===== src/rtl/button_conditioner_pkg.sv =====
// Shared definitions for the pushbutton conditioner: FSM encoding, default
// timing constants and small elaboration-time helpers.
package button_conditioner_pkg;

    typedef enum logic [2:0] {
        IDLE        = 3'd0,
        WQ_PRESS    = 3'd1,
        PRESS_PULSE = 3'd2,
        HOLD        = 3'd3,
        RPT_PULSE   = 3'd4,
        RPT_WAIT    = 3'd5,
        WQ_REL      = 3'd6
    } bc_state_t;

    typedef struct packed {
        logic dpb;
        logic scen;
        logic mcen;
        logic ccen;
    } bc_outs_t;

    // 25 ms debounce, 500 ms first repeat, 100 ms repeat period at 100 MHz
    localparam int unsigned DEF_DEB_CNT    = 32'd2_500_000;
    localparam int unsigned DEF_RPT_DELAY  = 32'd50_000_000;
    localparam int unsigned DEF_RPT_PERIOD = 32'd10_000_000;

    function automatic int unsigned max3(input int unsigned a,
                                         input int unsigned b,
                                         input int unsigned c);
        int unsigned m;
        m = a;
        if (b > m) begin
            m = b;
        end else begin
            m = m;
        end
        if (c > m) begin
            m = c;
        end else begin
            m = m;
        end
        return m;
    endfunction

    function automatic int unsigned cnt_width(input int unsigned max_val);
        int unsigned w;
        w = $clog2(max_val + 32'd1);
        if (w < 32'd1) begin
            w = 32'd1;
        end else begin
            w = w;
        end
        return w;
    endfunction

    // Output levels are a pure function of the FSM state.
    function automatic bc_outs_t decode_outs(input bc_state_t s);
        bc_outs_t o;
        o = '{dpb: 1'b0, scen: 1'b0, mcen: 1'b0, ccen: 1'b0};
        case (s)
            PRESS_PULSE: o = '{dpb: 1'b1, scen: 1'b1, mcen: 1'b1, ccen: 1'b1};
            HOLD:        o = '{dpb: 1'b1, scen: 1'b0, mcen: 1'b0, ccen: 1'b1};
            RPT_PULSE:   o = '{dpb: 1'b1, scen: 1'b0, mcen: 1'b1, ccen: 1'b1};
            RPT_WAIT:    o = '{dpb: 1'b1, scen: 1'b0, mcen: 1'b0, ccen: 1'b1};
            WQ_REL:      o = '{dpb: 1'b1, scen: 1'b0, mcen: 1'b0, ccen: 1'b0};
            default:     o = '{dpb: 1'b0, scen: 1'b0, mcen: 1'b0, ccen: 1'b0};
        endcase
        return o;
    endfunction

endpackage


===== src/rtl/button_conditioner_sync_2ff.sv =====
// Two-flop synchronizer for asynchronous inputs; reused wherever an
// external signal crosses into the ClkPort domain.
module sync_2ff #(
    parameter int unsigned WIDTH = 1
) (
    input  logic             ClkPort,
    input  logic             Reset,
    input  logic [WIDTH-1:0] d,
    output logic [WIDTH-1:0] q
);

    logic [WIDTH-1:0] meta_r;
    logic [WIDTH-1:0] sync_r;

    // Metastability filter chain
    always_ff @(posedge ClkPort or posedge Reset) begin
        if (Reset) begin
            meta_r <= {WIDTH{1'b0}};
            sync_r <= {WIDTH{1'b0}};
        end else begin
            meta_r <= d;
            sync_r <= meta_r;
        end
    end

    assign q = sync_r;

endmodule


===== src/rtl/button_conditioner.sv =====
// Pushbutton conditioner: synchronize, debounce press and release, and
// generate single-shot, auto-repeat and continuous enables.
module button_conditioner
    import button_conditioner_pkg::*;
#(
    parameter int unsigned DEB_CNT    = DEF_DEB_CNT,
    parameter int unsigned RPT_DELAY  = DEF_RPT_DELAY,
    parameter int unsigned RPT_PERIOD = DEF_RPT_PERIOD
) (
    input  logic ClkPort,
    input  logic Reset,
    input  logic Btn,
    output logic DPB,
    output logic SCEN,
    output logic MCEN,
    output logic CCEN
);

    localparam int unsigned CNT_MAX = max3(DEB_CNT, RPT_DELAY, RPT_PERIOD);
    localparam int unsigned CW      = cnt_width(CNT_MAX);

    localparam logic [CW-1:0] CNT_ZERO = {CW{1'b0}};
    localparam logic [CW-1:0] CNT_ONE  = {{(CW-1){1'b0}}, 1'b1};

    // The IDLE cycle that first sees the press counts as one stable sample,
    // so WQ_PRESS needs one sample fewer than DEB_CNT. Release counts only
    // zeros seen inside WQ_REL, since any bounce there restarts the count.
    localparam logic [CW-1:0] PRESS_LAST  = (DEB_CNT >= 32'd2) ? CW'(DEB_CNT - 32'd2) : CNT_ZERO;
    localparam logic [CW-1:0] REL_LAST    = CW'(DEB_CNT - 32'd1);
    localparam logic [CW-1:0] DELAY_LAST  = CW'(RPT_DELAY - 32'd2);
    localparam logic [CW-1:0] PERIOD_LAST = CW'(RPT_PERIOD - 32'd2);

    logic      btn_s;
    bc_state_t state_r;
    bc_state_t state_nxt_s;
    logic [CW-1:0] cnt_r;
    logic [CW-1:0] cnt_nxt_s;
    bc_outs_t  outs_r;

    sync_2ff #(.WIDTH(1)) u_sync (
        .ClkPort (ClkPort),
        .Reset   (Reset),
        .d       (Btn),
        .q       (btn_s)
    );

    // Next-state and shared counter update
    always_comb begin
        state_nxt_s = state_r;
        cnt_nxt_s   = cnt_r;
        case (state_r)
            IDLE: begin
                cnt_nxt_s = CNT_ZERO;
                if (btn_s) begin
                    state_nxt_s = WQ_PRESS;
                end else begin
                    state_nxt_s = IDLE;
                end
            end
            WQ_PRESS: begin
                if (!btn_s) begin
                    state_nxt_s = IDLE;
                    cnt_nxt_s   = CNT_ZERO;
                end else if (cnt_r == PRESS_LAST) begin
                    state_nxt_s = PRESS_PULSE;
                    cnt_nxt_s   = CNT_ZERO;
                end else begin
                    cnt_nxt_s   = cnt_r + CNT_ONE;
                end
            end
            PRESS_PULSE: begin
                state_nxt_s = HOLD;
                cnt_nxt_s   = CNT_ZERO;
            end
            HOLD: begin
                if (!btn_s) begin
                    state_nxt_s = WQ_REL;
                    cnt_nxt_s   = CNT_ZERO;
                end else if (cnt_r == DELAY_LAST) begin
                    state_nxt_s = RPT_PULSE;
                    cnt_nxt_s   = CNT_ZERO;
                end else begin
                    cnt_nxt_s   = cnt_r + CNT_ONE;
                end
            end
            RPT_PULSE: begin
                state_nxt_s = RPT_WAIT;
                cnt_nxt_s   = CNT_ZERO;
            end
            RPT_WAIT: begin
                if (!btn_s) begin
                    state_nxt_s = WQ_REL;
                    cnt_nxt_s   = CNT_ZERO;
                end else if (cnt_r == PERIOD_LAST) begin
                    state_nxt_s = RPT_PULSE;
                    cnt_nxt_s   = CNT_ZERO;
                end else begin
                    cnt_nxt_s   = cnt_r + CNT_ONE;
                end
            end
            WQ_REL: begin
                if (btn_s) begin
                    cnt_nxt_s   = CNT_ZERO;
                end else if (cnt_r == REL_LAST) begin
                    state_nxt_s = IDLE;
                    cnt_nxt_s   = CNT_ZERO;
                end else begin
                    cnt_nxt_s   = cnt_r + CNT_ONE;
                end
            end
            default: begin
                state_nxt_s = IDLE;
                cnt_nxt_s   = CNT_ZERO;
            end
        endcase
    end

    // State, counter and output registers; outputs track the state they
    // enter so they change on the same edge as the state itself.
    always_ff @(posedge ClkPort or posedge Reset) begin
        if (Reset) begin
            state_r <= IDLE;
            cnt_r   <= CNT_ZERO;
            outs_r  <= '{dpb: 1'b0, scen: 1'b0, mcen: 1'b0, ccen: 1'b0};
        end else begin
            state_r <= state_nxt_s;
            cnt_r   <= cnt_nxt_s;
            outs_r  <= decode_outs(state_nxt_s);
        end
    end

    assign DPB  = outs_r.dpb;
    assign SCEN = outs_r.scen;
    assign MCEN = outs_r.mcen;
    assign CCEN = outs_r.ccen;

endmodule


===== config.mk =====
export PLATFORM = sky130hd
export DESIGN_NAME = button_conditioner
export DESIGN_NICKNAME = d
export VERILOG_FILES = /design/src/rtl/button_conditioner_pkg.sv /design/src/rtl/button_conditioner_sync_2ff.sv /design/src/rtl/button_conditioner.sv
export SDC_FILE = /design/constraint.sdc
export NUM_CORES = 1
export LEC_CHECK = 0
export ABC_AREA = 1
export BUFFER_PORTS_ARGS = -buffer_cell sky130_fd_sc_hd__buf_2
export CAP_MARGIN = 20
export CORE_MARGIN = 1.5
export CORE_UTILIZATION = 39
export CTS_BUF_LIST = sky130_fd_sc_hd__clkbuf_4 sky130_fd_sc_hd__clkbuf_8
export DETAILED_ROUTE_END_ITERATION = 7
export SETUP_SLACK_MARGIN = 0.15
export SLEW_MARGIN = 20
export SYNTH_ARGS = -nofsm -noshare
export SYNTH_HDL_FRONTEND = slang
export SYNTH_SLANG_ARGS = --single-unit

===== constraint.sdc =====
create_clock -name ClkPort -period 1.7 [get_ports ClkPort]
set_clock_uncertainty 0.15 [all_clocks]
set_input_delay 0.17 -clock ClkPort [delete_from_list [all_inputs] [get_ports ClkPort]]
set_output_delay 0.17 -clock ClkPort [all_outputs]
set_load 0.05 [all_outputs]

### Word level (Yosys, flattened, before mapping)

Index checks and enable logic that the tools add are counted.

| storage, ports and cells | value |
|---|---|
| logic and storage cells | 46 |
| output and inout bits | 4 |
| register bits after elaboration | 35 |

| operators by class | value |
|---|---|
| equal/unequal tests | 15 |
| add/subtract/negate cells | 1 |
| mux-type cells | 20 |
| reductions and logical operators | 2 |

Operator list:

| cell | number |
|---|---|
| 26-bit two-way mux | 8 |
| 26-bit case mux with 4 select lines | 1 |
| 26-bit by 22-bit equality test with 1-bit output, second input constant | 2 |
| 26-bit by 1-bit adder with 26-bit output, second input constant | 1 |
| 26-bit by 24-bit equality test with 1-bit output, second input constant | 1 |
| 26-bit equality test, second input constant | 1 |
| 3-bit two-way mux | 8 |
| 3-bit case mux with 7 select lines | 1 |
| 3-bit equality test, second input constant | 6 |
| 4-bit case mux with 4 select lines | 1 |
| 3-bit by 2-bit equality test with 1-bit output, second input constant | 4 |
| 3-bit by 1-bit equality test with 1-bit output, second input constant | 1 |
| 3-bit logical NOT | 1 |
| 2-bit OR reduction | 1 |
| 1-bit two-way mux | 1 |

### Depth between registers and ports, before layout

Gate-level depths: netlist (run 1).

| depth | value |
|---|---|
| depth in word-level cells | 7 |
| gate-level depth with buffers | 14 |
| depth with buffers taken out | 13 |

### Hierarchy

A second synthesis (run 1) with hierarchy kept.

| unflattened totals | value |
|---|---|
| cells, all modules | 331 |
| area, all modules | 2294.7 um2 |

By module, submodules not included:

| module | cells an instance | instances | area each (um2) |
|---|---|---|---|
| button_conditioner | 328 | 1 | 2240.9 |
| sync_2ff | 3 | 1 | 53.8 |

### Worst setup path before layout (run 1)

No wires, ideal clock.

| timing path | value |
|---|---|
| kind | register -> register |
| start point | register cnt_r[0] |
| end point | register cnt_r[6] |
| data arrival time | 1.495 ns |
| slack | -0.068 ns |
| cell stages (with the launch flop) | 15 |
| library setup time | 0.122 ns |
| clock period less this slack | 1.768 ns |
| cells stage by stage | dfrtp_1 inv_1 ha_1 inv_1 nor2_2 nand2_1 nor2_1 nand2_2 nand2_4 nand2_1 nand2_1 nand2_2 clkinv_4 buf_8 nor2_2 |

| on the way | value |
|---|---|
| longest elaborated chain between the ends | 4 |
| elaborated cells between the ends (all ways) | 14 |

RTL lines:

| element | line | text |
|---|---|---|
| from (decl) | button_conditioner.sv:36 | `logic [CW-1:0] cnt_r;` |
| from (signal assigned) | button_conditioner.sv:127 | `cnt_r <= cnt_nxt_s;` |
| 26-bit by 1-bit adder with 26-bit output (tied with other cells) | n/a |  |
| 26-bit two-way mux, on equally long branches (2 in series) | n/a |  |
| 26-bit case mux with 4 select lines * | button_conditioner.sv:51 | `case (state_r)` |
| net cnt_nxt_s[6] | button_conditioner.sv:37 | `logic [CW-1:0] cnt_nxt_s;` |

The timed path passes the listed nets; every way through them passes the cells marked *.

### Worst setup path after layout (run 1)

| timing path | value |
|---|---|
| start point | register cnt_r[0] |
| end point | register cnt_r[21] |

Same word-level chain as after synthesis.

==> results of run 1 <==
==> worst paths after layout <==
check                       endpoint  cells past startpoint
setup / recovery           cnt_r[21]                     14
hold reg to reg             u_sync.q                      0
min in group asynchronous   cnt_r[3]                      4
hold / removal              u_sync.q                      0
max in group asynchronous  cnt_r[11]                      4
setup reg to reg           cnt_r[21]                     14
==> flip-flops by register name, summed over array words and instances, names as in the netlist <==
| register | count |
|---|---|
| cnt_r | 26 |
| state_r | 3 |
| CCEN | 1 |
| DPB | 1 |
| MCEN | 1 |
| SCEN | 1 |
| u_sync.meta_r | 1 |
| u_sync.q | 1 |
==> per-layer routing <==
layer / global-route usage, % / routed length (µm) / vias up
met1: 26.36 / 2760 / 1043
met5: 0 / 0 / -
met4: 5.965 / 89 / 0
met2: 34.48 / 2908 / 43
met3: 4.138 / 231 / 10
li1: - / - / 1180
==> critical path: stages, from the launching register on <==
cell and delay (ns):
dfrtp_1 0.42, inv_2 0.10, ha_4 0.13, inv_2 0.03, nor2_2 0.08, nand2_1 0.08
nor2_1 0.12, nand2_2 0.09, nand2_4 0.09, nand2_2 0.07, nand2_4 0.09, nand2_8 0.12
buf_6 0.15, nand2_2 0.04, nor2_1 0.04
==> cells in the mapped netlist, drive strengths merged <==
library cell  instances  area, µm²
nand4                 9      56.30
a21oi                 5      25.02
nand2                84      342.8
nor2                 74      342.8
a31o                  1      8.760
o211ai                1      7.510
inv                  45      168.9
nor3                  8      40.04
o22ai                 1      6.260
xor2                 10      87.58
clkinv                1      8.760
ha                    2      25.02
nand3                28      145.1
o21ai                 8      40.04
or2                   1      6.260
dfrtp                35      875.8
xnor2                 2      17.52
nor4                  2      12.51
buf                   2      30.03
==> layout make-up <==
class | instances | area [µm²] | area share (%)
timing repair inverter | 3 | 41.29 | 1.271
inverter | 46 | 185.2 | 5.699
clock buffer | 5 | 68.82 | 2.118
timing repair buffer | 80 | 609.3 | 18.75
sequential | 35 | 877.1 | 26.99
tap | 72 | 90.09 | 2.772
multi-input combinational | 236 | 1334 | 41.05
clock inverter | 3 | 43.79 | 1.348
==> cell families (layout without fill, tap and decap cells) <==
logic type	count (synthesis)	after routing	synth area share, %
and+or+nand+nor	206	206	42.09
buffers and inverters	48	137	9.243
DFF	35	35	38.98
AOI/OAI and AO/OA	16	16	3.898
xor gates and xnor gates	12	12	4.677
adders and majority gates	2	2	1.113
==> per-stage QoR <==
step	utilization, %	power [mW]	setup WS (ns)
finish	58.65	1.851	-0.2048
global route	58.65	1.937	-0.3371
CTS	55.98	1.850	-0.1625
detailed placement	51.13	1.034	-0.2023
global placement	51.13	1.031	-0.1572
floorplan	-	0.9769	-0.06112
==> power by group <==
group	leakage [nW]	internal (mW)	switching, mW
sequential	0.479	0.846	0.0134
clock	0.0581	0.437	0.313
combinational	1.00	0.101	0.141
==> repair_timing <==
action                     in CTS  in global routing
resized for setup              28                 30
hold endpoints to repair       36                  0
gates cloned                    2                  1
pin swaps                      18                 21
setup endpoints to repair      32                 33
hold buffers                    2                  0
buffers inserted                3                  3
==> metrics.cfg, run 1 <==
[detailed_routing]
ant_nets=0
drc=0
vias_per_cell=4.742
dr_total_vias=2276
first_pass_iters=4
wire_per_inst_um=12.48
routed_wl_um=5989
drt_iter0_drc=121

[finish]
fin_nets=412
syn_to_final_growth_pct=44.60
drive_gt1_share_pct=37.75
mostFrequentLayoutCell=buf_4
final_cells=480
antenna_cells=0
num-fill-cells=524
final_cell_mix=buf_4, nand2_1, nor2_1
stdcell_area_mm2=0.003249

[clocking]
cts.htree.levels=2
insertion_delay_ns=0.29
cts_tree=yes
cts_buffers=5
cts.clk_slew.worst_paths_ns=0.08
cts_root_buffer=clkbuf_8
cts_buffer_depth=2
cts_sinks=35

[die]
start_util_pct=40.56
die_y_um=78.91
io_pins=7
dieArea_mm2=0.006226
core-area_mm2=0.005540
fp.dieW_um=78.91
rows=27

[sta]
timing.slew.headroom_pct=70.18
fmax_mhz=525.0
setup_ws_ns=-0.2048
finalHoldViolCount=0
maxSlewViolCount=0
worst_pin_slew_ns=0.4472
hold_ws_ns=0.2101
setup_viol=31
period_minus_slack_ns=1.905
fin_crit_sh_pct=112.0
rsz0062_at_grt=yes
setup-tns-final_ns=-3.852

[power]
p_leak_nw=1.541
power.density_mw_per_mm2=569.8
irDropWorstVdd_v=0.0004703

[synthesis]
synth_fp_nets=324
ys_warn_count=0
synth.avg_cell_area_um2=7.044
ys_seq_area_share_pct=38.98
synth_cell_types=24
netlist_area_mm2=0.002247
syn_inst=319
ys_ff_latch=35

[run_status]
status=finished, violations left
violations=setup timing

[critical_path]
cp-end-kind=register
critPathMaxFanout=5
start_kind=register
reg2reg_slack_ns=-0.20
rr_startpoint=cnt_r[0]
crit_required_ns=1.73
crit_arrival_ns=1.93
critPathLaunch=cnt_r[0]
crit_type=register to register

[global_route]
grt_overflow=0
grt_usage_pct=20.40
grt_max_degree=36
antenna_found_initial=0
grt_pass1_wl_um=9901
grt_pass1_vias=2251

[placed_design]
dpl.cell_count=461
gp_congestion=0.9168
dp_hpwl_um=4343
io_buffers=6
placed_area_mm2=0.002833

[flow_run]
drv_cap=0

[worst_hold_path]
min_from=u_sync.meta_r
hold_class=register to register

Power figures use the tool's default switching activity.
==> inputs of run 2 (changes only) <==
Settings changed: SETUP_SLACK_MARGIN 0.15 to default.
==> metrics.cfg, run 2 (synthesized netlist as in run 1, its figures left out) <==
[run_status]
status=finished, violations left
violations=setup timing

[clocking]
cts.htree.levels=2
cts.clk_slew.worst_paths_ns=0.08
cts_buffers=5
insertion_delay_ns=0.29
cts_tree=yes
cts_sinks=35
cts_buffer_depth=2
cts_root_buffer=clkbuf_8

[finish]
reg.largest.list=cnt_r: 26 flops, state_r: 3 flops
utilization_pct=57.90
final_cell_mix=buf_4, nand2_1, inv_1
num-fill-cells=542
stdcell_area_mm2=0.003208
mostFrequentLayoutCell=buf_4
antenna_cells=0
syn_to_final_growth_pct=42.76
regMostFlops=cnt_r
drive_gt1_share_pct=39.02
final_cells=482
fin_nets=414
largest_reg_flops=26

[global_route]
met2_usage_pct=35.09
grt_overflow=0
grt_usage_pct=21.03
antenna_found_initial=0
grt.busiest_layer=met2
grt_max_degree=36
grtUsageMet1_pct=27.73
grt_pass1_vias=2183
grt_pass1_wl_um=10060
use_met3_pct=4.368

[detailed_routing]
wire_per_inst_um=12.32
drt_iter0_drc=129
drc=0
vias_per_cell=4.778
dr_total_vias=2303
ant_nets=0
first_pass_iters=6
routed_wl_um=5938

[sta]
fmax_mhz=535.5
timing.slew.headroom_pct=69.83
rsz0062_at_grt=yes
fin_crit_sh_pct=109.8
setup_viol=30
finalHoldViolCount=0
hold_ws_ns=0.2050
setup-tns-final_ns=-3.262
worst_pin_slew_ns=0.4525
setup_ws_ns=-0.1674
period_minus_slack_ns=1.867
maxSlewViolCount=0

[power]
p_leak_nw=1.545
irDropWorstVdd_v=0.0004551
total_power_mw=1.716
power.density_mw_per_mm2=535.0

[placed_design]
place_ws_ns=-0.1995
dp_hpwl_um=4312
placed_area_mm2=0.002840
io_buffers=6
gp_congestion=0.9092
dpl.cell_count=462

[die]
start_util_pct=40.56
dieArea_mm2=0.006226
fp.dieW_um=78.91
die_y_um=78.91
rows=27
core-area_mm2=0.005540
io_pins=7

[critical_path]
crit_arrival_ns=1.94
crit_type=register to register
crit_required_ns=1.77
critPathMaxFanout=6
setup.worst_path.end=cnt_r[20]
reg2regPathDepth=14
start_kind=register
critPathLaunch=cnt_r[1]
rr_startpoint=cnt_r[1]
r2r_end=cnt_r[20]
reg2reg_slack_ns=-0.17
cp-end-kind=register

[worst_hold_path]
hold_class=register to register

[flow_run]
drv_cap=0

-- run 2: cell count changes in the layout (fill, tap and decap cells not counted), moves of 2 or more --
cell	delta
nor2_1	-5
nand2_1	-2
nand2_2	+3
buf_4	+6
buf_6	-4
nor2_4	-2
nor2_2	+7
nand3_1	+2
-- run 2: critical path, stage by stage (launching register included) --
cell      delay, ns
dfrtp_1        0.41
buf_4          0.15
ha_4           0.15
inv_2          0.06
nor2_4         0.04
nand2_2        0.07
nor2_1         0.04
nand2_1        0.08
nand2_2        0.07
nand2_2        0.06
nand2_2        0.06
nand2_4        0.14
buf_12         0.15
clkinv_8       0.07
nor2_1         0.10
-- run 2: worst min path at each step --
stage / from / to / depth (start not counted)
2_1_floorplan: Btn / u_sync.meta_r / 0
3_3_place_gp: Btn / u_sync.meta_r / 1
3_5_place_dp: Btn / u_sync.meta_r / 1
4_1_cts: u_sync.meta_r / u_sync.q / 0
5_1_grt: u_sync.meta_r / u_sync.q / 0
6_report: u_sync.meta_r / u_sync.q / 0
-- run 2: cell type report --
| type | count | area [µm²] | share of cell area [%] |
|---|---|---|---|
| Clock inverter | 2 | 12.51 | 0.3900 |
| Sequential cell | 35 | 877.1 | 27.34 |
| Timing Repair inverter | 2 | 32.53 | 1.014 |
| Tap cell | 72 | 90.09 | 2.808 |
| Multi-Input combinational cell | 236 | 1305 | 40.68 |
| Timing Repair Buffer | 83 | 629.4 | 19.62 |
| Inverter | 46 | 185.2 | 5.772 |
| Clock buffer | 6 | 76.32 | 2.379 |
-- run 2: timing repair --
item | CTS | global route
cloned | 2 | 0
pin swaps | 8 | 16
hold buffers | 2 | 0
resized for setup | 9 | 44
setup buffers | 6 | 2
setup endpoints to repair | 31 | 33
hold endpoints to repair | 36 | 0
-- run 2: layer usage --
layer / vias to the layer above / share of wire [%] / routed length, µm
li1: 1170 / - / -
met1: 1076 / 45 / 2685
met2: 49 / 49 / 2920
met3: 8 / 4.4 / 262
met4: 0 / 1.2 / 69
met5: - / 0 / 0
-- run 2: where the power goes --
group	switching [mW]	total (mW)	leakage, nW	internal [mW]
registers	0.0123	0.859	0.479	0.846
clock network	0.313	0.615	0.0446	0.302
logic	0.136	0.242	1.02	0.106
